$ cat src/rtl/mcdt_pkg.sv
// mcdt_pkg
// Shared types and defaults for the parametrised multi-channel data transfer
// block (mcdt_param), its channel FIFO (mcdt_fifo) and its bus interface
// (mcdt_param_if).
//   arb_mode_e : arbitration mode, round-robin or fixed priority
//   DEF_*      : default parameter values
//   id_width   : width of a channel id, never less than one bit
package mcdt_pkg;

   typedef enum logic {
      ARB_RR    = 1'b0,
      ARB_FIXED = 1'b1
   } arb_mode_e;

   localparam int DEF_NUM_CH     = 3;
   localparam int DEF_DATA_W     = 32;
   localparam int DEF_FIFO_DEPTH = 32;

   // $clog2(2) is 1 but $clog2(1) would be 0, so clamp to keep the id
   // field a legal vector for any channel count.
   function automatic int id_width(input int num_ch);
      return (num_ch <= 2) ? 1 : $clog2(num_ch);
   endfunction

endpackage

$ cat src/rtl/mcdt_param_if.sv
// mcdt_param_if
// Bundles the channel-side handshake and the downstream output port of
// mcdt_param.
//   master : the traffic source/sink (channel initiators plus the downstream
//            consumer); drives channel data/valid/enable, mode and ready
//   slave  : mcdt_param itself; drives channel ready/margin and output port
interface mcdt_param_if #(
   parameter int NUM_CH     = mcdt_pkg::DEF_NUM_CH,
   parameter int DATA_W     = mcdt_pkg::DEF_DATA_W,
   parameter int FIFO_DEPTH = mcdt_pkg::DEF_FIFO_DEPTH,
   parameter int MARGIN_W   = $clog2(FIFO_DEPTH + 1),
   parameter int ID_W       = mcdt_pkg::id_width(NUM_CH)
);

   logic [NUM_CH*DATA_W-1:0]   ch_data_i;
   logic [NUM_CH-1:0]          ch_valid_i;
   logic [NUM_CH-1:0]          ch_ready_o;
   logic [NUM_CH*MARGIN_W-1:0] ch_margin_o;
   logic [NUM_CH-1:0]          ch_en_i;
   logic                       arb_mode_i;
   logic [DATA_W-1:0]          mcdt_data_o;
   logic                       mcdt_val_o;
   logic [ID_W-1:0]            mcdt_id_o;
   logic                       mcdt_ready_i;

   modport master (
      output ch_data_i, ch_valid_i, ch_en_i, arb_mode_i, mcdt_ready_i,
      input  ch_ready_o, ch_margin_o, mcdt_data_o, mcdt_val_o, mcdt_id_o
   );

   modport slave (
      input  ch_data_i, ch_valid_i, ch_en_i, arb_mode_i, mcdt_ready_i,
      output ch_ready_o, ch_margin_o, mcdt_data_o, mcdt_val_o, mcdt_id_o
   );

endinterface

$ cat src/rtl/mcdt_fifo.sv
// mcdt_fifo
// Synchronous single-clock FIFO of DATA_W x FIFO_DEPTH words. The depth need
// not be a power of two: both pointers wrap explicitly at FIFO_DEPTH-1.
// Read data is the word at the head, valid whenever empty_o is low.
//   clk_i, rst_i : clock, synchronous active-high reset (empties the FIFO)
//   push_i       : write wr_data_i (ignored when full)
//   pop_i        : discard the head word (ignored when empty)
//   rd_data_o    : head word
//   full_o       : FIFO_DEPTH words stored
//   empty_o      : no words stored
//   count_o      : number of stored words
module mcdt_fifo #(
   parameter int DATA_W     = 32,
   parameter int FIFO_DEPTH = 32,
   parameter int CNT_W      = $clog2(FIFO_DEPTH + 1)
) (
   input  logic              clk_i,
   input  logic              rst_i,
   input  logic              push_i,
   input  logic [DATA_W-1:0] wr_data_i,
   input  logic              pop_i,
   output logic [DATA_W-1:0] rd_data_o,
   output logic              full_o,
   output logic              empty_o,
   output logic [CNT_W-1:0]  count_o
);

   localparam int PTR_W = $clog2(FIFO_DEPTH);

   logic [DATA_W-1:0] mem [FIFO_DEPTH];
   logic [PTR_W-1:0]  wr_ptr;
   logic [PTR_W-1:0]  rd_ptr;
   logic [CNT_W-1:0]  count;
   logic              do_push;
   logic              do_pop;

   // Advance a pointer, wrapping at the last real slot rather than at the
   // next power of two.
   function automatic logic [PTR_W-1:0] next_ptr(input logic [PTR_W-1:0] p);
      return (p == PTR_W'(FIFO_DEPTH - 1)) ? '0 : p + PTR_W'(1);
   endfunction

   assign full_o    = (count == CNT_W'(FIFO_DEPTH));
   assign empty_o   = (count == '0);
   assign count_o   = count;
   assign rd_data_o = mem[rd_ptr];
   assign do_push   = push_i && !full_o;
   assign do_pop    = pop_i && !empty_o;

   // Storage array has no reset; only the pointers and count decide which
   // entries are meaningful, so stale contents after reset are harmless.
   always_ff @(posedge clk_i) begin
      if (do_push) begin
         mem[wr_ptr] <= wr_data_i;
      end
   end

   // Pointer and occupancy bookkeeping. A simultaneous push and pop moves
   // both pointers and leaves the count unchanged.
   always_ff @(posedge clk_i) begin
      if (rst_i) begin
         wr_ptr <= '0;
         rd_ptr <= '0;
         count  <= '0;
      end else begin
         if (do_push) begin
            wr_ptr <= next_ptr(wr_ptr);
         end
         if (do_pop) begin
            rd_ptr <= next_ptr(rd_ptr);
         end
         case ({do_push, do_pop})
            2'b10:   count <= count + CNT_W'(1);
            2'b01:   count <= count - CNT_W'(1);
            default: count <= count;
         endcase
      end
   end

endmodule

$ cat src/rtl/mcdt_param.sv
// mcdt_param
// Parametrised multi-channel data transfer block. Each of NUM_CH channels
// feeds its own FIFO; an arbiter (round-robin or fixed priority, chosen at
// runtime) moves one word per cycle from a non-empty FIFO into a single
// registered output slot that honours downstream backpressure.
//   clk_i, rst_i : clock, synchronous active-high reset
//   bus (slave)  : ch_data_i/ch_valid_i/ch_ready_o  per-channel write port
//                  ch_margin_o                     free words per channel
//                  ch_en_i                         per-channel input enable
//                  arb_mode_i                      0 round-robin, 1 fixed
//                  mcdt_data_o/val_o/id_o/ready_i  output port
module mcdt_param
   import mcdt_pkg::*;
#(
   parameter int NUM_CH     = DEF_NUM_CH,
   parameter int DATA_W     = DEF_DATA_W,
   parameter int FIFO_DEPTH = DEF_FIFO_DEPTH,
   parameter int MARGIN_W   = $clog2(FIFO_DEPTH + 1),
   parameter int ID_W       = id_width(NUM_CH)
) (
   input  logic         clk_i,
   input  logic         rst_i,
   mcdt_param_if.slave  bus
);

   logic [NUM_CH-1:0]   ch_ready;
   logic [NUM_CH-1:0]   push;
   logic [NUM_CH-1:0]   pop;
   logic [NUM_CH-1:0]   full;
   logic [NUM_CH-1:0]   empty;
   logic [MARGIN_W-1:0] count   [NUM_CH];
   logic [DATA_W-1:0]   rd_data [NUM_CH];

   logic                out_val;
   logic [DATA_W-1:0]   out_data;
   logic [ID_W-1:0]     out_id;
   logic [ID_W-1:0]     rr_ptr;

   logic                slot_load;
   logic                grant_val;
   logic [ID_W-1:0]     grant_id;
   logic [DATA_W-1:0]   grant_data;
   int                  rr_idx;
   arb_mode_e           arb_mode;

   assign arb_mode  = arb_mode_e'(bus.arb_mode_i);

   // The slot may take a new word when it is empty or when its current
   // word leaves this very cycle, which sustains one word per cycle.
   assign slot_load = !out_val || bus.mcdt_ready_i;

   // Per-channel input side: ready depends only on enable, occupancy and
   // reset (never on valid), and the margin reads full depth during reset.
   for (genvar c = 0; c < NUM_CH; c++) begin : g_ch
      assign ch_ready[c] = bus.ch_en_i[c] && !full[c] && !rst_i;
      assign push[c]     = bus.ch_valid_i[c] && ch_ready[c];
      assign pop[c]      = slot_load && grant_val && (grant_id == ID_W'(c));
      assign bus.ch_margin_o[c*MARGIN_W +: MARGIN_W] =
         rst_i ? MARGIN_W'(FIFO_DEPTH) : MARGIN_W'(FIFO_DEPTH) - count[c];

      mcdt_fifo #(
         .DATA_W     (DATA_W),
         .FIFO_DEPTH (FIFO_DEPTH),
         .CNT_W      (MARGIN_W)
      ) u_fifo (
         .clk_i      (clk_i),
         .rst_i      (rst_i),
         .push_i     (push[c]),
         .wr_data_i  (bus.ch_data_i[c*DATA_W +: DATA_W]),
         .pop_i      (pop[c]),
         .rd_data_o  (rd_data[c]),
         .full_o     (full[c]),
         .empty_o    (empty[c]),
         .count_o    (count[c])
      );
   end

   assign bus.ch_ready_o = ch_ready;

   // Arbiter. Both searches walk candidates from lowest to highest priority
   // so the last hit assigned is the winner. Fixed priority favours the
   // lowest index; round-robin starts just after the last granted channel
   // and wraps, so the last granted channel itself is considered last.
   always_comb begin
      grant_val  = 1'b0;
      grant_id   = '0;
      grant_data = '0;
      rr_idx     = 0;
      if (arb_mode == ARB_FIXED) begin
         for (int i = NUM_CH - 1; i >= 0; i--) begin
            if (!empty[i]) begin
               grant_val  = 1'b1;
               grant_id   = ID_W'(i);
               grant_data = rd_data[i];
            end
         end
      end else begin
         for (int i = NUM_CH; i >= 1; i--) begin
            rr_idx = (int'(rr_ptr) + i) % NUM_CH;
            if (!empty[rr_idx]) begin
               grant_val  = 1'b1;
               grant_id   = ID_W'(rr_idx);
               grant_data = rd_data[rr_idx];
            end
         end
      end
   end

   // Output slot and round-robin pointer. The pointer tracks every grant in
   // either mode so switching back to round-robin continues fairly. When the
   // slot drains with nothing granted, data and id keep their last values
   // but valid drops.
   always_ff @(posedge clk_i) begin
      if (rst_i) begin
         out_val  <= 1'b0;
         out_data <= '0;
         out_id   <= '0;
         rr_ptr   <= ID_W'(NUM_CH - 1);
      end else if (slot_load) begin
         out_val <= grant_val;
         if (grant_val) begin
            out_data <= grant_data;
            out_id   <= grant_id;
            rr_ptr   <= grant_id;
         end
      end
   end

   assign bus.mcdt_val_o  = out_val;
   assign bus.mcdt_data_o = out_data;
   assign bus.mcdt_id_o   = out_id;

endmodule

$ cat src/flat_wrapper.sv
// flat-port wrapper written by rule: the top's interface ports become plain ports
module mcdt_param_flat import mcdt_pkg::*;
#(
   parameter int NUM_CH     = DEF_NUM_CH,
   parameter int DATA_W     = DEF_DATA_W,
   parameter int FIFO_DEPTH = DEF_FIFO_DEPTH,
   parameter int MARGIN_W   = $clog2(FIFO_DEPTH + 1),
   parameter int ID_W       = id_width(NUM_CH)
)
  (clk_i, rst_i, bus_ch_data_i, bus_ch_valid_i, bus_ch_en_i, bus_arb_mode_i, bus_mcdt_ready_i, bus_ch_ready_o, bus_ch_margin_o, bus_mcdt_data_o, bus_mcdt_val_o, bus_mcdt_id_o);
  mcdt_param_if #(.NUM_CH(NUM_CH), .DATA_W(DATA_W), .FIFO_DEPTH(FIFO_DEPTH), .MARGIN_W(MARGIN_W), .ID_W(ID_W)) bus_i ();
  input  logic clk_i;
  input  logic rst_i;
  input wire logic [$bits(bus_i.ch_data_i)-1:0] bus_ch_data_i;
  input wire logic [$bits(bus_i.ch_valid_i)-1:0] bus_ch_valid_i;
  input wire logic [$bits(bus_i.ch_en_i)-1:0] bus_ch_en_i;
  input wire logic [$bits(bus_i.arb_mode_i)-1:0] bus_arb_mode_i;
  input wire logic [$bits(bus_i.mcdt_ready_i)-1:0] bus_mcdt_ready_i;
  output wire logic [$bits(bus_i.ch_ready_o)-1:0] bus_ch_ready_o;
  output wire logic [$bits(bus_i.ch_margin_o)-1:0] bus_ch_margin_o;
  output wire logic [$bits(bus_i.mcdt_data_o)-1:0] bus_mcdt_data_o;
  output wire logic [$bits(bus_i.mcdt_val_o)-1:0] bus_mcdt_val_o;
  output wire logic [$bits(bus_i.mcdt_id_o)-1:0] bus_mcdt_id_o;
  assign bus_i.ch_data_i = bus_ch_data_i;
  assign bus_i.ch_valid_i = bus_ch_valid_i;
  assign bus_i.ch_en_i = bus_ch_en_i;
  assign bus_i.arb_mode_i = bus_arb_mode_i;
  assign bus_i.mcdt_ready_i = bus_mcdt_ready_i;
  assign bus_ch_ready_o = bus_i.ch_ready_o;
  assign bus_ch_margin_o = bus_i.ch_margin_o;
  assign bus_mcdt_data_o = bus_i.mcdt_data_o;
  assign bus_mcdt_val_o = bus_i.mcdt_val_o;
  assign bus_mcdt_id_o = bus_i.mcdt_id_o;
  mcdt_param #(.NUM_CH(NUM_CH), .DATA_W(DATA_W), .FIFO_DEPTH(FIFO_DEPTH), .MARGIN_W(MARGIN_W), .ID_W(ID_W)) u_core (.clk_i(clk_i), .rst_i(rst_i), .bus(bus_i));
endmodule
$ cat config.mk
export PLATFORM = sky130hd
export DESIGN_NAME = mcdt_param_flat
export DESIGN_NICKNAME = d
export VERILOG_FILES = /design/src/rtl/mcdt_pkg.sv /design/src/rtl/mcdt_param_if.sv /design/src/rtl/mcdt_fifo.sv /design/src/rtl/mcdt_param.sv /design/src/flat_wrapper.sv
export SDC_FILE = /design/constraint.sdc
export NUM_CORES = 2
export LEC_CHECK = 0
export BUFFER_PORTS_ARGS = -buffer_cell sky130_fd_sc_hd__buf_2
export CAP_MARGIN = 20
export CELL_PAD_IN_SITES_DETAIL_PLACEMENT = 1
export CELL_PAD_IN_SITES_GLOBAL_PLACEMENT = 2
export CORE_ASPECT_RATIO = 0.8
export CORE_MARGIN = 2
export CORE_UTILIZATION = 40
export DETAILED_ROUTE_END_ITERATION = 12
export GPL_TIMING_DRIVEN = 0
export PLACE_DENSITY = 0.73
export SKIP_LAST_GASP = 1
export SYNTH_ARGS = -nofsm -noshare
export SYNTH_HDL_FRONTEND = slang
export SYNTH_SLANG_ARGS = --single-unit
$ cat constraint.sdc
create_clock -name clk_i -period 4.7 [get_ports clk_i]
set_input_delay 0.705 -clock clk_i [delete_from_list [all_inputs] [get_ports clk_i]]
set_output_delay 0.705 -clock clk_i [all_outputs]
set_load 0.01 [all_outputs]
## Yosys cells after proc, flatten, opt, wreduce, memory -nomap -nowiden

Memories as Yosys holds them, arrays and structs flattened. A register that Yosys moved wholly into a read port is not among the register bits.
Cells that the tools add are included.

- Input port bits: 106
- RAM bits: 3072
- Word-level logic and storage cells: 162
- Register bits after elaboration: 85
- Output and inout bits: 56
- Memories kept: 3

- Add/sub/neg operators: 18
- Equal/unequal tests: 17
- Reductions and logical operators: 36
- Bitwise operators: 3
- Div/mod/pow operators: 3
- Magnitude comparators: 6
- Multiplexer cells: 63

Memories:

| memory | words | bits a word | read ports | clocked after Yosys merged registers in | wr ports | line | text |
|---|---|---|---|---|---|---|---|
| u_core.g_ch[0].u_fifo.mem | 32 | 32 | 1 | 1 | 1 | mcdt_fifo.sv:30 | `logic [DATA_W-1:0] mem [FIFO_DEPTH];` |
| u_core.g_ch[1].u_fifo.mem | 32 | 32 | 1 | 1 | 1 | mcdt_fifo.sv:30 |  |
| u_core.g_ch[2].u_fifo.mem | 32 | 32 | 1 | 1 | 1 | mcdt_fifo.sv:30 |  |

Operator list:

| operator | count |
|---|---|
| 2-to-1 mux 32 bit | 13 |
| binary-select mux 32 bit (select 2 bit) | 3 |
| >= comparator 32 x 3 -> 1 bit (second input constant) | 3 |
| < comparator 32 x 4 -> 1 bit (second input constant) | 3 |
| modulo 32 x 3 -> 32 bit (second input constant) | 3 |
| inverter 32 bit | 3 |
| 2-to-1 mux 5 bit | 12 |
| case mux 6 bit (2 select lines) | 3 |
| adder 5 x 1 -> 5 bit (second input constant) | 6 |
| equality test 5 bit (second input constant) | 6 |
| logical AND 1 bit | 19 |
| 2-to-1 mux 1 bit | 19 |
| adder 6 x 1 -> 6 bit (second input constant) | 3 |
| equality test 6 bit (second input constant) | 3 |
| zero test 6 bit | 3 |
| 2-to-1 mux 6 bit | 3 |
| subtractor 6 x 1 -> 6 bit (second input constant) | 3 |
| subtractor 6 bit (first input constant) | 3 |
| 2-to-1 mux 2 bit | 7 |
| equality test 2 x 1 -> 1 bit (second input constant) | 4 |
| equality test 2 bit (second input constant) | 4 |
| zero test 1 bit | 8 |
| adder 2 x 2 -> 3 bit (second input constant) | 2 |
| binary-select mux 1 bit (select 2 bit) | 3 |
| 5 further kinds | 7 |

## Longest topological paths before layout

- Word-level depth: 14
- Gate-level depth with buffers: 22
- Depth with buffers taken out: 20

## Modules after synthesis

From an unflattened synthesis, not the netlist that was laid out.

- Cells, all modules: 6819
- Area, all modules: 126069.7 um^2

By module, submodules not included:

| module | cells an instance | area each (um^2) | seq. area each (um^2) | instances |
|---|---|---|---|---|
| mcdt_fifo (u_core.g_ch[1].u_fifo ...) | 2058 | 40417.5 | 31169.9 | 2 |
| mcdt_fifo (u_core.g_ch[0].u_fifo) | 2057 | 40417.5 | 31169.9 | 1 |
| mcdt_param | 646 | 4817.1 | 720.7 | 1 |

## Worst setup path after synthesis

Ideal clock, no wire load.

- Path type: reg-to-reg
- Start point: register u_core.g_ch[2].u_fifo.count[1]
- End point: register u_core.g_ch[2].u_fifo.count[4]
- Setup time: 128 ps
- Arrival time: 4111 ps
- Data required time: 4572 ps
- Period minus slack after synthesis: 4239 ps
- Path buffers: 2
- Cell stages (with the launch flop): 22
- Slack: 461 ps
- Cell sequence: dfxtp_1 > clkbuf_1 > inv_1 > ha_1 > or3b_1 > or4_1 > o221a_2 > o21ai_0 > nand4b_2 > inv_1 > ha_1 > buf_1 > xor2_1 > ha_1 > a21oi_1 > nor2b_1 > o21ai_0 > a21oi_1 > a311oi_1 > nor2_1 > xnor2_1 > nor2_1

- Longest elaborated chain between the ends: 13
- Elaborated cells on any way between the ends: 41
- Classes of those cells: add/sub: 2; eq/ne: 4; mux: 24; reduce/logical: 11

RTL lines:

| what | line | text |
|---|---|---|
| start, declared | mcdt_fifo.sv:33 | `logic [CNT_W-1:0] count;` |
| start signal, assigned | mcdt_fifo.sv:73 | `2'b10: count <= count + CNT_W'(1);` |
| start signal, assigned | mcdt_fifo.sv:74 | `2'b01: count <= count - CNT_W'(1);` |
| start signal, assigned | mcdt_fifo.sv:75 | `default: count <= count;` |
| zero test 6 bit | mcdt_fifo.sv:44 | `assign empty_o = (count == '0);` |
| binary-select mux 1 bit (select 2 bit) | mcdt_param.sv:100 | `if (!empty[rr_idx]) begin` |
| 2-to-1 mux 1 bit (not written as such) (2 in series) | mcdt_param.sv:100 |  |
| 2-to-1 mux 2 bit / 2-to-1 mux 1 bit (equally long branches) (3 in series) | mcdt_param.sv:100 |  |
| 2-to-1 mux 2 bit / 2-to-1 mux 1 bit (equally long branches) | mcdt_param.sv:89 | `if (arb_mode == ARB_FIXED) begin` |
| equality test 2 bit / logical AND 1 bit (equally long branches) | mcdt_param.sv:57 | `assign pop[c] = slot_load && grant_val && (grant_id == ID_W'(c));` |
| logical AND 1 bit | mcdt_param.sv:57 |  |
| logical AND 1 bit | mcdt_fifo.sv:48 | `assign do_pop = pop_i && !empty_o;` |
| equality test 2 x 1 -> 1 bit / equality test 2 bit (equally long branches) | mcdt_fifo.sv:72 | `case ({do_push, do_pop})` |
| case mux 6 bit (2 select lines) / nonzero test 2 bit (equally long branches) | - |  |

Several ways; a longest one is shown, not always the timed one. The select of a mux whose other input is x is not followed.
A chain may end at the register's enable or synchronous reset.

==> flow_summary.json <==
{
  "status": "completed",
  "crit_family": "simple AND/OR/NAND/NOR gates",
  "cp_cell_sequence": "buf_2 -> nand2_1 -> nor3_4 -> buf_12 -> clkdlybuf4s15_1 -> a22oi_1 -> nand4_1 -> nor2_1 -> a222oi_1 -> and2_0 -> o41ai_1",
  "yosysTopAreaCellShare_pct": 73.86,
  "timing.final.crit_share_pct": 98.11,
  "max-vdd-ir-drop_mv": 0.3038,
  "hold_viol_final": 0,
  "end_kind": "register",
  "worst_slew_pin_slew_ps": 1233,
  "fin_cells": 11900,
  "crit_slowest_cell": "nor2_1",
  "dpl.hpwl_um": 277200,
  "htree_num_levels": 5,
  "min_period_ps": 4611,
  "fin_skew_ps": 70.16,
  "required_ps": 5470,
  "setup_violations": 0,
  "synthTopCellsByCount": "edfxtp_1, mux2i_1, a22oi_1",
  "nNetsFinal": 7609,
  "seq_area_mm2": 0.09423,
  "power_frac_seq_pct": 47.9,
  "path_clk_slew_ps": 60,
  "vias_per_cell": 6.025,
  "gp_congestion": 0.8184,
  "firstDrtPassIters": 6,
  "multi_input_area_mm2": 0.02958,
  "synth.distinct_cells": 84,
  "max-cap-violations": 0,
  "die_h_um": 503.8,
  "die-width_um": 628.7,
  "grt_setup_unrepaired": "true",
  "sw_frac_of_total_pct": 26.04,
  "fin_tns_setup_ps": 0,
  "yosysTopAreaCell": "edfxtp_1",
  "hp-class": "input pin to register",
  "cp_slowest_stage_delay_ps": 990,
  "grt_remaining_overflow": 0,
  "netlist_area_mm2": 0.1249,
  "cp-start-kind": "register",
  "fillers": 29090,
  "clkPwrFrac_pct": 38.6,
  "drive_gt1_share_pct": 18.45,
  "ctsLongestPathBuffers": 4,
  "grt_max_degree": 33,
  "synth-edff-count": 3072,
  "io_buffers": 160,
  "final-max-slew-violation-count": 0,
  "ant_nets": 0,
  "cts_tree": "done",
  "drtIter0Drc": 9321,
  "ys_seq_elements": 3171,
  "grt_pass1_wl_um": 566200,
  "relSlewSlack_pct": 17.51,
  "num_vias": 71700,
  "p_switching_mw": 17.10,
  "cts_hold_buffers": 0,
  "grt_pass1_vias": 72860,
  "synthCells": 6828,
  "start_util_pct": 40.19,
  "p_int_mw": 48.57,
  "avgSynthCellArea_um2": 18.29,
  "cellPowerDensity_mw_per_mm2": 452.9,
  "criticalPathCategory": "register to register",
  "grtUsageTotal_pct": 25.13,
  "synth_area_leaders": "edfxtp_1, mux2i_1, mux4_2",
  "p_leak_nw": 43.33,
  "synthArstFlopShare_pct": 0,
  "yosysWarnings": 0,
  "core_area_mm2": 0.3107,
  "syn2layout_area_growth_pct": 16.10,
  "critical_path_arrival_ps": 5380,
  "antenna_found_initial": 41,
  "die-area_mm2": 0.3167,
  "dp_cells": 11290,
  "cp_max_fo": 10,
  "cts_made_buffers": 326,
  "crit_buf_inv": 3,
  "reg2reg_slack_ps": 90,
  "cts_sinks": 3171,
  "comb_power_share_pct": 13.5,
  "drc_errors": 0,
  "clk_latency_ps": 910,
  "num_io_pins": 162,
  "fp-row-count": 183,
  "synth_ff_type": "edfxtp_1",
  "yosysMostFrequentCell": "edfxtp_1",
  "syn-num-nets": 6969,
  "wl_per_cell_um": 34.18,
  "fmax_ghz": 0.2169,
  "synth_seq_area_share_pct": 75.45,
  "routed_wl_um": 406800,
  "cts_root_buf": "clkbuf_16"
}
-- routing by layer --
metal  part of all wire, %  global-route usage (%)
met2                    45                   38.93
met4                   3.4                   7.647
met5                 0.020                       0
met3                   8.6                   4.237
met1                    43                   36.39
-- power by group through the flow --
stage | clock (mW) | combinational, mW | sequential, mW
2_1_floorplan | 0 | 5.24 | 31.9
3_3_place_gp | 0 | 8.41 | 32.1
3_5_place_dp | 0 | 8.67 | 32.1
4_1_cts | 25.6 | 8.75 | 31.5
5_1_grt | 26.6 | 9.33 | 31.4
6_report | 25.3 | 8.89 | 31.5
-- cell families (layout without fill, tap and decap cells) --
group | count (synthesis) | in the layout | share of synthesized area, %
AO/OA/AOI/OAI | 1036 | 1036 | 6.130
XOR/XNOR | 23 | 23 | 0.1613
adder cells (fa/ha/maj) | 35 | 35 | 0.3506
buffers and inverters | 443 | 1334 | 1.567
flip-flops | 3171 | 3171 | 75.45
multiplexers | 1304 | 1304 | 12.96
other | 0 | 19 | 0
AND/OR/NAND/NOR | 816 | 816 | 3.381
-- repair_timing --
action	4_1_cts	5_1_grt
gates resized for setup	16	21
cloned	0	0
setup endpoints to repair	26	173
pin swaps	1	3
setup buffers	3	10
-- final timing paths --
path,startpoint,to,depth (start not counted)
min,bus_ch_data_i[69],u_core.g_ch[2].u_fifo.mem[14][5],1
min reg2reg,u_core.bus.mcdt_data_o[28],u_core.bus.mcdt_data_o[28],2
max,register,u_core.bus.mcdt_data_o[5],11
max reg2reg,register,u_core.bus.mcdt_data_o[5],11
-- per-stage QoR --
stage               worst slack, ps  total power [mW]  instance area, um2  utilization [%]  hold slack (ps)
floorplan                     461.5             37.16              124900                -            454.7
finish                        88.78             65.67              145000            46.66            304.6
global route                 -32.20             67.34              145000            46.65            305.4
CTS                           14.32             65.78              144700            46.57            242.8
detailed placement           -879.7             40.74              134500            43.27            504.3
global placement              -2992             40.47              130900            42.13            490.1
-- worst register-to-register path, cell delays in order, from the launching register on --
cell and delay (ps):
dfxtp_1 400, buf_2 270, nand2_1 380, nor3_4 100, buf_12 160, clkdlybuf4s15_1 650, a22oi_1 500, nand4_1 280
nor2_1 990, a222oi_1 300, and2_0 240, o41ai_1 230
-- area by class of cell --
type,count,area share (%)
Antenna cell,19,0.03279
Buffer,407,1.267
Clock buffer,391,5.927
Clock inverter,188,1.099
Inverter,31,0.08543
Multi-Input combinational cell,3214,20.40
Sequential cell,3171,64.99
Tap cell,4162,3.592
Timing Repair Buffer,317,2.603
-- state kept, by name (all words and copies together) (netlist names), named ones only --
name                        cells
u_core.bus.mcdt_data_o         32
u_core.bus.mcdt_id_o            1
u_core.bus.mcdt_val_o           1
u_core.g_ch.u_fifo.count_o     18
u_core.g_ch.u_fifo.mem       3072
u_core.g_ch.u_fifo.rd_ptr      15
u_core.g_ch.u_fifo.wr_ptr      15
u_core.rr_ptr                   2
-- cell usage in the layout (no fill, tap or decap), types with 19 or more instances in the layout --
cell type  netlist  layout
clkinv_2         0      55
mux2i_1       1025    1025
o211ai_1        29      29
a21oi_1        172     169
nand2_1        176     176
clkinv_1         1      80
and2_1          20      20
mux2_2          32      32
inv_1           30      28
nand3_1        100     100
a221oi_1        42      42
clkbuf_16        0     335
buf_4            8      24
o21ai_0         75      73
bufinv_16        0      23
buf_1           26      23
a222oi_1        30      30
nand4_1        118     118
a21o_1          21      21
ha_1            35      32
buf_16           0      26
dfxtp_1         99      99
a22o_1          31      31
a211oi_1        30      30
mux4_2         247     247
nor2_4           0      96
nand3b_1        22      22
o22ai_1         24      24
buf_2          165     325
o221ai_1        30      30
edfxtp_1      3072    3072
nor2_1         211     112
diode_2          0      19
clkbuf_1       205     253
a22oi_1        431     431
buf_12           0      93
Power figures use the tool's default switching activity.
